[src/rtl/tsm_pkg.sv]
// tsm_pkg: shared types and constants for the end-of-test status monitor.
//   tsm_state_e   : monitor FSM states (RUN and the three terminal verdicts)
//   TSM_*_REG     : default architectural register indices that are watched
//   TSM_*_VAL     : register values that signal end of test and success
//   tsm_is_terminal() : true for any state other than RUN
package tsm_pkg;

  typedef enum logic [1:0] {
    ST_RUN     = 2'd0,
    ST_PASS    = 2'd1,
    ST_FAIL    = 2'd2,
    ST_TIMEOUT = 2'd3
  } tsm_state_e;

  localparam int TSM_TNUM_REG = 3;
  localparam int TSM_DONE_REG = 26;
  localparam int TSM_PASS_REG = 27;

  localparam int TSM_DONE_VAL = 1;
  localparam int TSM_PASS_VAL = 1;

  function automatic logic tsm_is_terminal(input tsm_state_e st);
    logic term;
    case (st)
      ST_RUN:  term = 1'b0;
      default: term = 1'b1;
    endcase
    return term;
  endfunction

endpackage

[src/rtl/tsm_shadow_reg.sv]
// tsm_shadow_reg: shadow copy of one architectural register, snooped from the
// register-file write port.
//   clk, rst      : clock, asynchronous active-high reset
//   clear         : synchronous restart, zeros the shadow (beats a write)
//   freeze        : hold the current value (monitor has reached a verdict)
//   rf_we/rf_waddr/rf_wdata : register-file write port being snooped
//   value         : registered shadow value
module tsm_shadow_reg
  import tsm_pkg::*;
#(
  parameter int XLEN = 64,
  parameter int IDX  = 0
) (
  input  logic            clk,
  input  logic            rst,
  input  logic            clear,
  input  logic            freeze,
  input  logic            rf_we,
  input  logic [4:0]      rf_waddr,
  input  logic [XLEN-1:0] rf_wdata,
  output logic [XLEN-1:0] value
);

  localparam logic [4:0] IDX_ADDR = 5'(IDX);

  logic load_s;

  // x0 is hard-wired zero in the core, so a write to it never reaches a
  // shadow even if a watched index is configured as 0.
  assign load_s = rf_we && (rf_waddr == IDX_ADDR) && (rf_waddr != 5'd0) && !freeze;

  // Shadow register: reset/clear to zero, load on matching write, else hold.
  always_ff @(posedge clk or posedge rst) begin
    if (rst) begin
      value <= '0;
    end else if (clear) begin
      value <= '0;
    end else if (load_s) begin
      value <= rf_wdata;
    end else begin
      value <= value;
    end
  end

endmodule

[config.mk]
export PLATFORM = sky130hd
export DESIGN_NAME = tsm_shadow_reg
export DESIGN_NICKNAME = d
export VERILOG_FILES = /design/src/rtl/tsm_pkg.sv /design/src/rtl/tsm_shadow_reg.sv
export SDC_FILE = /design/constraint.sdc
export NUM_CORES = 1
export LEC_CHECK = 0
export CAP_MARGIN = 10
export CELL_PAD_IN_SITES_DETAIL_PLACEMENT = 1
export CELL_PAD_IN_SITES_GLOBAL_PLACEMENT = 1
export CORE_UTILIZATION = 30
export DETAILED_ROUTE_END_ITERATION = 8
export PLACE_DENSITY = 0.86
export SLEW_MARGIN = 20
export SYNTH_ARGS = -nofsm -noshare
export SYNTH_HDL_FRONTEND = slang
export SYNTH_SLANG_ARGS = --single-unit
[constraint.sdc]
create_clock -name clk -period 5.4 [get_ports clk]
set_input_delay 1.35 -clock clk [delete_from_list [all_inputs] [get_ports clk]]
set_output_delay 1.35 -clock clk [all_outputs]
set_load 0.05 [all_outputs]
==> results.sh, run 1 <==
export IMPL_crit_family="buffers and inverters"
export IMPL_finalClockSkew_ns=0
export IMPL_final_setup_viol_count=0
export IMPL_wirelength_um=3944
export IMPL_cp_cell_sequence="clkdlybuf4s50_1"
export IMPL_yosys_register_bits=64
export IMPL_clock_root_buffer="clkbuf_8"
export IMPL_rsz0062_at_grt="false"
export IMPL_clk_pin_slew_worst_paths_ns=0.06
export IMPL_grt_max_degree=65
export IMPL_netlist_area_um2=2242
export IMPL_row_count=31
export IMPL_rrSetupSlack_ns=4.70
export IMPL_synth_top_area_share_pct=71.43
export IMPL_htree_levels=3
export IMPL_powerDensity_nw_per_um2=272.2
export IMPL_top_usage_layer="met2"
export IMPL_pre_cts_ws_ns=2.867
export IMPL_startpoint_type="flip-flop"
export IMPL_hpwl_um=2531
export IMPL_routed_via_density=3.971
export IMPL_outcome="finished, final reports clean"
export IMPL_crit_fanout=2
export IMPL_drtAntennaViolNets=0
export IMPL_dieWidth_um=88.45
export IMPL_clk_path_buf_depth=2
export IMPL_cts_setup_buffers=0
export IMPL_instances_no_fill=308
export IMPL_worstSetupStartpoint="value[9]"
export IMPL_dieArea_um2=7823
export IMPL_endpoint_kind="output pin"
export IMPL_synth_cell_types=6
export IMPL_coreArea_um2=7253
export IMPL_power_leakage_nw=1.354
export IMPL_ys_top_cells_by_area="dfrtp_1, nor2b_2, buf_6, buf_8, nor2b_1"
export IMPL_reg_largest_list="value x64"
export IMPL_final_setup_tns_ns=0
export IMPL_clock_sinks=64
export IMPL_hold_buffers=0
export IMPL_cp_depth=1
export IMPL_grt_overflow_total=0
export IMPL_grt_pass1_vias=1245
export IMPL_use_met3_pct=4.664
export IMPL_max_slew_worst_pin_slew_ns=0.9653
export IMPL_synth_warnings=0
export IMPL_drc=0
export IMPL_crit_required_ns=4.05
export IMPL_cp_endpoint="value[9]"
export IMPL_yosysSeqAreaShare_pct=71.43
export IMPL_layout_drive_gt1_share_pct=35.89
export IMPL_yosys_area_top_type="dfrtp_1"
export IMPL_gp_congestion=0.6223
export IMPL_max_freq_mhz=351.2
export IMPL_r2r_cells=1
export IMPL_largest_register_ffs=64
export IMPL_fin_area_um2=3105
export IMPL_top_register="value"
export IMPL_clk_latency_ns=0.32
export IMPL_io_buffers=66
export IMPL_start_util_pct=30.91
export IMPL_cp_data_arrival_time_ns=1.50
export IMPL_io_pins=138
export IMPL_postSynthCellCount=136
export IMPL_worstSetupPathType="reg2out"
export IMPL_wl_per_cell_um=12.81
export IMPL_rr_startpoint="value[19]"
export IMPL_place_area_um2=2945
export IMPL_vias=1223
export IMPL_slowest_stage="clkdlybuf4s50_1"
export IMPL_final_period_utilization_pct=52.73
export IMPL_fillers=779
export IMPL_max_stage_delay_ns=0.82
export IMPL_cap_violations=0
export IMPL_finalHoldViolations=0
export IMPL_fin_nets=281
export IMPL_met1_usage_pct=12.82
export IMPL_cts_tree="built"
export IMPL_cts_buffers=9
export IMPL_worstHoldPathType="reg2reg"
export IMPL_ir_drop_uv=156.7
export IMPL_grt_use_total_pct=11.01
export IMPL_antenna_diode_count=0
export IMPL_slew_violations=0
export IMPL_grtUsageMet2_pct=16.92
export IMPL_synth_avg_cell_area_um2=16.49
export IMPL_cts_resized=0
export IMPL_syn_nets=210
export IMPL_reg2reg_to="value[19]"
export IMPL_placedCellCount=295
export IMPL_area_growth_pct=38.50
export IMPL_critPathBufInv=1
export IMPL_drt_first_pass_iters=3
export IMPL_antenna_found_initial=0
export IMPL_finalCriticalPeriod_ns=2.847
export IMPL_first_iter_violations=29
export IMPL_die_y_um=88.45
export IMPL_setup_slack_ns=2.553
export IMPL_hp_start="value[28]"
export IMPL_relSlewSlack_pct=35.65
export IMPL_grt_pass1_wl_um=6216
-- synth_stat cells (all sizes together) --
| cell type | count |
|---|---|
| dfrtp | 64 |
| nor2b | 64 |
| buf | 7 |
| inv | 1 |
-- power by group --
part / total (mW) / switching, mW / leakage, nW / internal [mW]
combinational: 0.0215 / 0.0197 / 0.375 / 0.00177
clock: 0.344 / 0.161 / 0.0842 / 0.184
sequential: 0.480 / 0 / 0.895 / 0.480
total: 0.845 / 0.180 / 1.35 / 0.665
-- routing by layer --
metal	routed length, µm	part of all wire (%)	up-vias
met5	0	0	-
met4	74	1.9	0
met3	218	5.5	9
met2	2032	52	35
met1	1619	41	633
li1	-	-	546
-- layout make-up --
| cell class | instances | area (µm²) | share of cell area (%) |
|---|---|---|---|
| Timing Repair Buffer | 67 | 665.6 | 21.43 |
| Tap cell | 99 | 123.9 | 3.989 |
| Sequential cell | 64 | 1602 | 51.57 |
| Multi-Input combinational cell | 64 | 550.5 | 17.73 |
| Clock buffer | 12 | 155.1 | 4.996 |
| Clock inverter | 1 | 5.005 | 0.1612 |
| Inverter | 1 | 3.754 | 0.1209 |
-- kinds of logic after synthesis --
| kind of cell | count (synthesis) | synth area share [%] |
|---|---|---|
| flip-flops | 64 | 71.43 |
| AND/OR/NAND/NOR | 64 | 24.55 |
| buffers and inverters | 8 | 4.018 |
-- worst min-delay path by stage --
stage | endpoint | slack [ns] | cells after the start
2_1_floorplan | value[18] | 0.79 | 1
3_3_place_gp | value[4] | 0.47 | 1
3_5_place_dp | value[28] | 0.48 | 1
4_1_cts | value[57] | 0.49 | 1
5_1_grt | value[57] | 0.50 | 1
6_report | value[28] | 0.49 | 1
-- cells in the final DEF (no fill, tap or decap) --
| cell type | count |
|---|---|
| clkinv_2 | 1 |
| nor2b_2 | 60 |
| clkbuf_8 | 11 |
| clkdlybuf4s50_1 | 65 |
| clkbuf_1 | 1 |
| nor2b_1 | 4 |
| inv_2 | 1 |
| dfrtp_1 | 64 |
| buf_4 | 2 |
-- per-stage QoR --
stage                     util, %  hold WS, ns  power, mW
after CTS                   42.82       0.4948     0.8654
final                       42.82       0.4865     0.8452
after floorplan                 -       0.7911     0.5107
after detailed placement    40.61       0.4799     0.5115
after global routing        42.82       0.5050     0.8814
after global placement      40.61       0.4737     0.5106
Power figures use the tool's default switching activity.
==> run 2, diff against run 1 <==
--- a/config.mk
+++ b/config.mk
@@ -8,9 +8,9 @@
 export CAP_MARGIN = 10
 export CELL_PAD_IN_SITES_DETAIL_PLACEMENT = 1
 export CELL_PAD_IN_SITES_GLOBAL_PLACEMENT = 1
-export CORE_UTILIZATION = 30
+export CORE_UTILIZATION = 28
 export DETAILED_ROUTE_END_ITERATION = 8
-export PLACE_DENSITY = 0.86
+export PLACE_DENSITY = 0.82
 export SLEW_MARGIN = 20
 export SYNTH_ARGS = -nofsm -noshare
 export SYNTH_HDL_FRONTEND = slang
==> constraint.sdc (replaced) <==
create_clock -name clk -period 2.85 [get_ports clk]
set_input_delay 0.7125 -clock clk [delete_from_list [all_inputs] [get_ports clk]]
set_output_delay 0.7125 -clock clk [all_outputs]
set_load 0.05 [all_outputs]
==> results.sh, run 2 (synthesized netlist as in run 1, its figures left out) <==
export IMPL_wl_per_cell_um=12.47
export IMPL_worstSetupPathType="reg2out"
export IMPL_drc=0
export IMPL_dieArea_um2=8370
export IMPL_relSlewSlack_pct=54.64
export IMPL_wirelength_um=3928
export IMPL_grt_pass1_vias=1367
export IMPL_powerDensity_nw_per_um2=524.6
export IMPL_hold_buffers=0
export IMPL_coreArea_um2=7727
export IMPL_first_iter_violations=23
export IMPL_outcome="finished, final reports clean"
export IMPL_max_slew_worst_pin_slew_ns=0.6794
export IMPL_final_setup_viol_count=0
export IMPL_clock_sinks=64
export IMPL_vias=1244
export IMPL_crit_family="buffers and inverters"
export IMPL_cts_buffers=9
export IMPL_cp_data_arrival_time_ns=1.50
export IMPL_antenna_diode_count=0
export IMPL_drtAntennaViolNets=0
export IMPL_fin_util_pct=40.97
export IMPL_cp_cell_sequence="clkdlybuf4s50_1"
export IMPL_hold_ws_ns=0.4893
export IMPL_start_util_pct=29.02
export IMPL_area_growth_pct=41.18
export IMPL_clk_pin_slew_worst_paths_ns=0.07
export IMPL_layout_common_cells="clkdlybuf4s50_1, dfrtp_1, nor2b_2, clkbuf_8, nor2b_1"
export IMPL_gp_congestion=0.6253
export IMPL_startpoint_type="flip-flop"
export IMPL_slew_violations=0
export IMPL_grt_overflow_total=0
export IMPL_antenna_found_initial=0
export IMPL_max_freq_mhz=451.8
export IMPL_slowest_stage="clkdlybuf4s50_1"
export IMPL_layout_drive_gt1_share_pct=37.09
export IMPL_worstHoldPathType="reg2reg"
export IMPL_grt_max_degree=36
export IMPL_top_register="value"
export IMPL_max_stage_delay_ns=0.81
export IMPL_critPathBufInv=1
export IMPL_final_setup_tns_ns=0
export IMPL_largest_register_ffs=64
export IMPL_crit_fanout=2
export IMPL_clk_latency_ns=0.32
export IMPL_grt_use_total_pct=10.90
export IMPL_clk_path_buf_depth=2
export IMPL_final_period_utilization_pct=77.66
export IMPL_io_buffers=66
export IMPL_fin_nets=282
export IMPL_power_leakage_nw=1.383
export IMPL_finalCriticalPeriod_ns=2.213
export IMPL_die_y_um=91.49
export IMPL_endpoint_kind="output pin"
export IMPL_placedCellCount=299
export IMPL_cts_setup_buffers=0
export IMPL_routed_via_density=3.949
export IMPL_dieWidth_um=91.49
export IMPL_row_count=32
export IMPL_cap_violations=0
export IMPL_cts_tree="built"
export IMPL_ir_drop_uv=262.4
export IMPL_drt_first_pass_iters=4
export IMPL_rsz0062_at_grt="false"
export IMPL_crit_required_ns=2.14
export IMPL_instances_no_fill=315
export IMPL_htree_levels=3
export IMPL_hpwl_um=2646
export IMPL_finalClockSkew_ns=0
export IMPL_io_pins=138
export IMPL_clock_root_buffer="clkbuf_8"
export IMPL_final_common_cell="clkdlybuf4s50_1"
export IMPL_grt_pass1_wl_um=6762
export IMPL_cts_resized=0
export IMPL_reg_largest_list="value x64"
export IMPL_finalHoldViolations=0
## run 2: cell types whose count changed in the layout (fill, tap and decap cells not counted), sizes merged
cell    change
buf         +1
clkbuf      +1
clkinv      +2
## run 2: area by class of cell
type,instances,area (µm²)
inverter,1,3.754
fill,808,4562
timing repair buffer,68,698.2
tap,102,127.6
clock inverter,3,15.01
clock buffer,13,168.9
multi-input combinational,64,550.5
sequential,64,1602
## run 2: metrics by stage
| stage | power, mW | cell area [µm²] | setup slack [ns] |
|---|---|---|---|
| floorplan | 0.9677 | 2242 | 0.5394 |
| global placement | 0.9742 | 2982 | 1.003 |
| detailed placement | 0.9749 | 2982 | 0.9751 |
| CTS | 1.696 | 3166 | 0.6009 |
| global route | 1.737 | 3166 | 0.5787 |
| finish | 1.661 | 3166 | 0.6366 |
## run 2: power breakdown
part,total [mW],switching (mW),leakage (nW),internal [mW]
Combinational,0.0468,0.0386,0.389,0.00819
Clock,0.705,0.323,0.0992,0.383
Sequential,0.908,0,0.895,0.908
Total,1.66,0.361,1.38,1.30
## run 2: path summary, 6_finish.rpt
kind | start | to | cells after the start | slack, ns
max | value[9] | value[9] | 1 | 0.64
min | value[24] | value[24] | 1 | 0.49
max reg2reg | value[2] | value[2] | 1 | 2.18
min reg2reg | value[24] | value[24] | 1 | 0.49
max in group asynchronous | rst | value[59] | 3 | 1.42
min in group asynchronous | rst | value[14] | 2 | 0.82
## run 2: metal layers
layer	vias to the layer above	track usage [%]	routed length (µm)
met5	-	0	0
met4	0	6.746	97
met3	9	4.941	311
met2	47	16.29	1876
met1	635	12.69	1643
li1	553	-	-
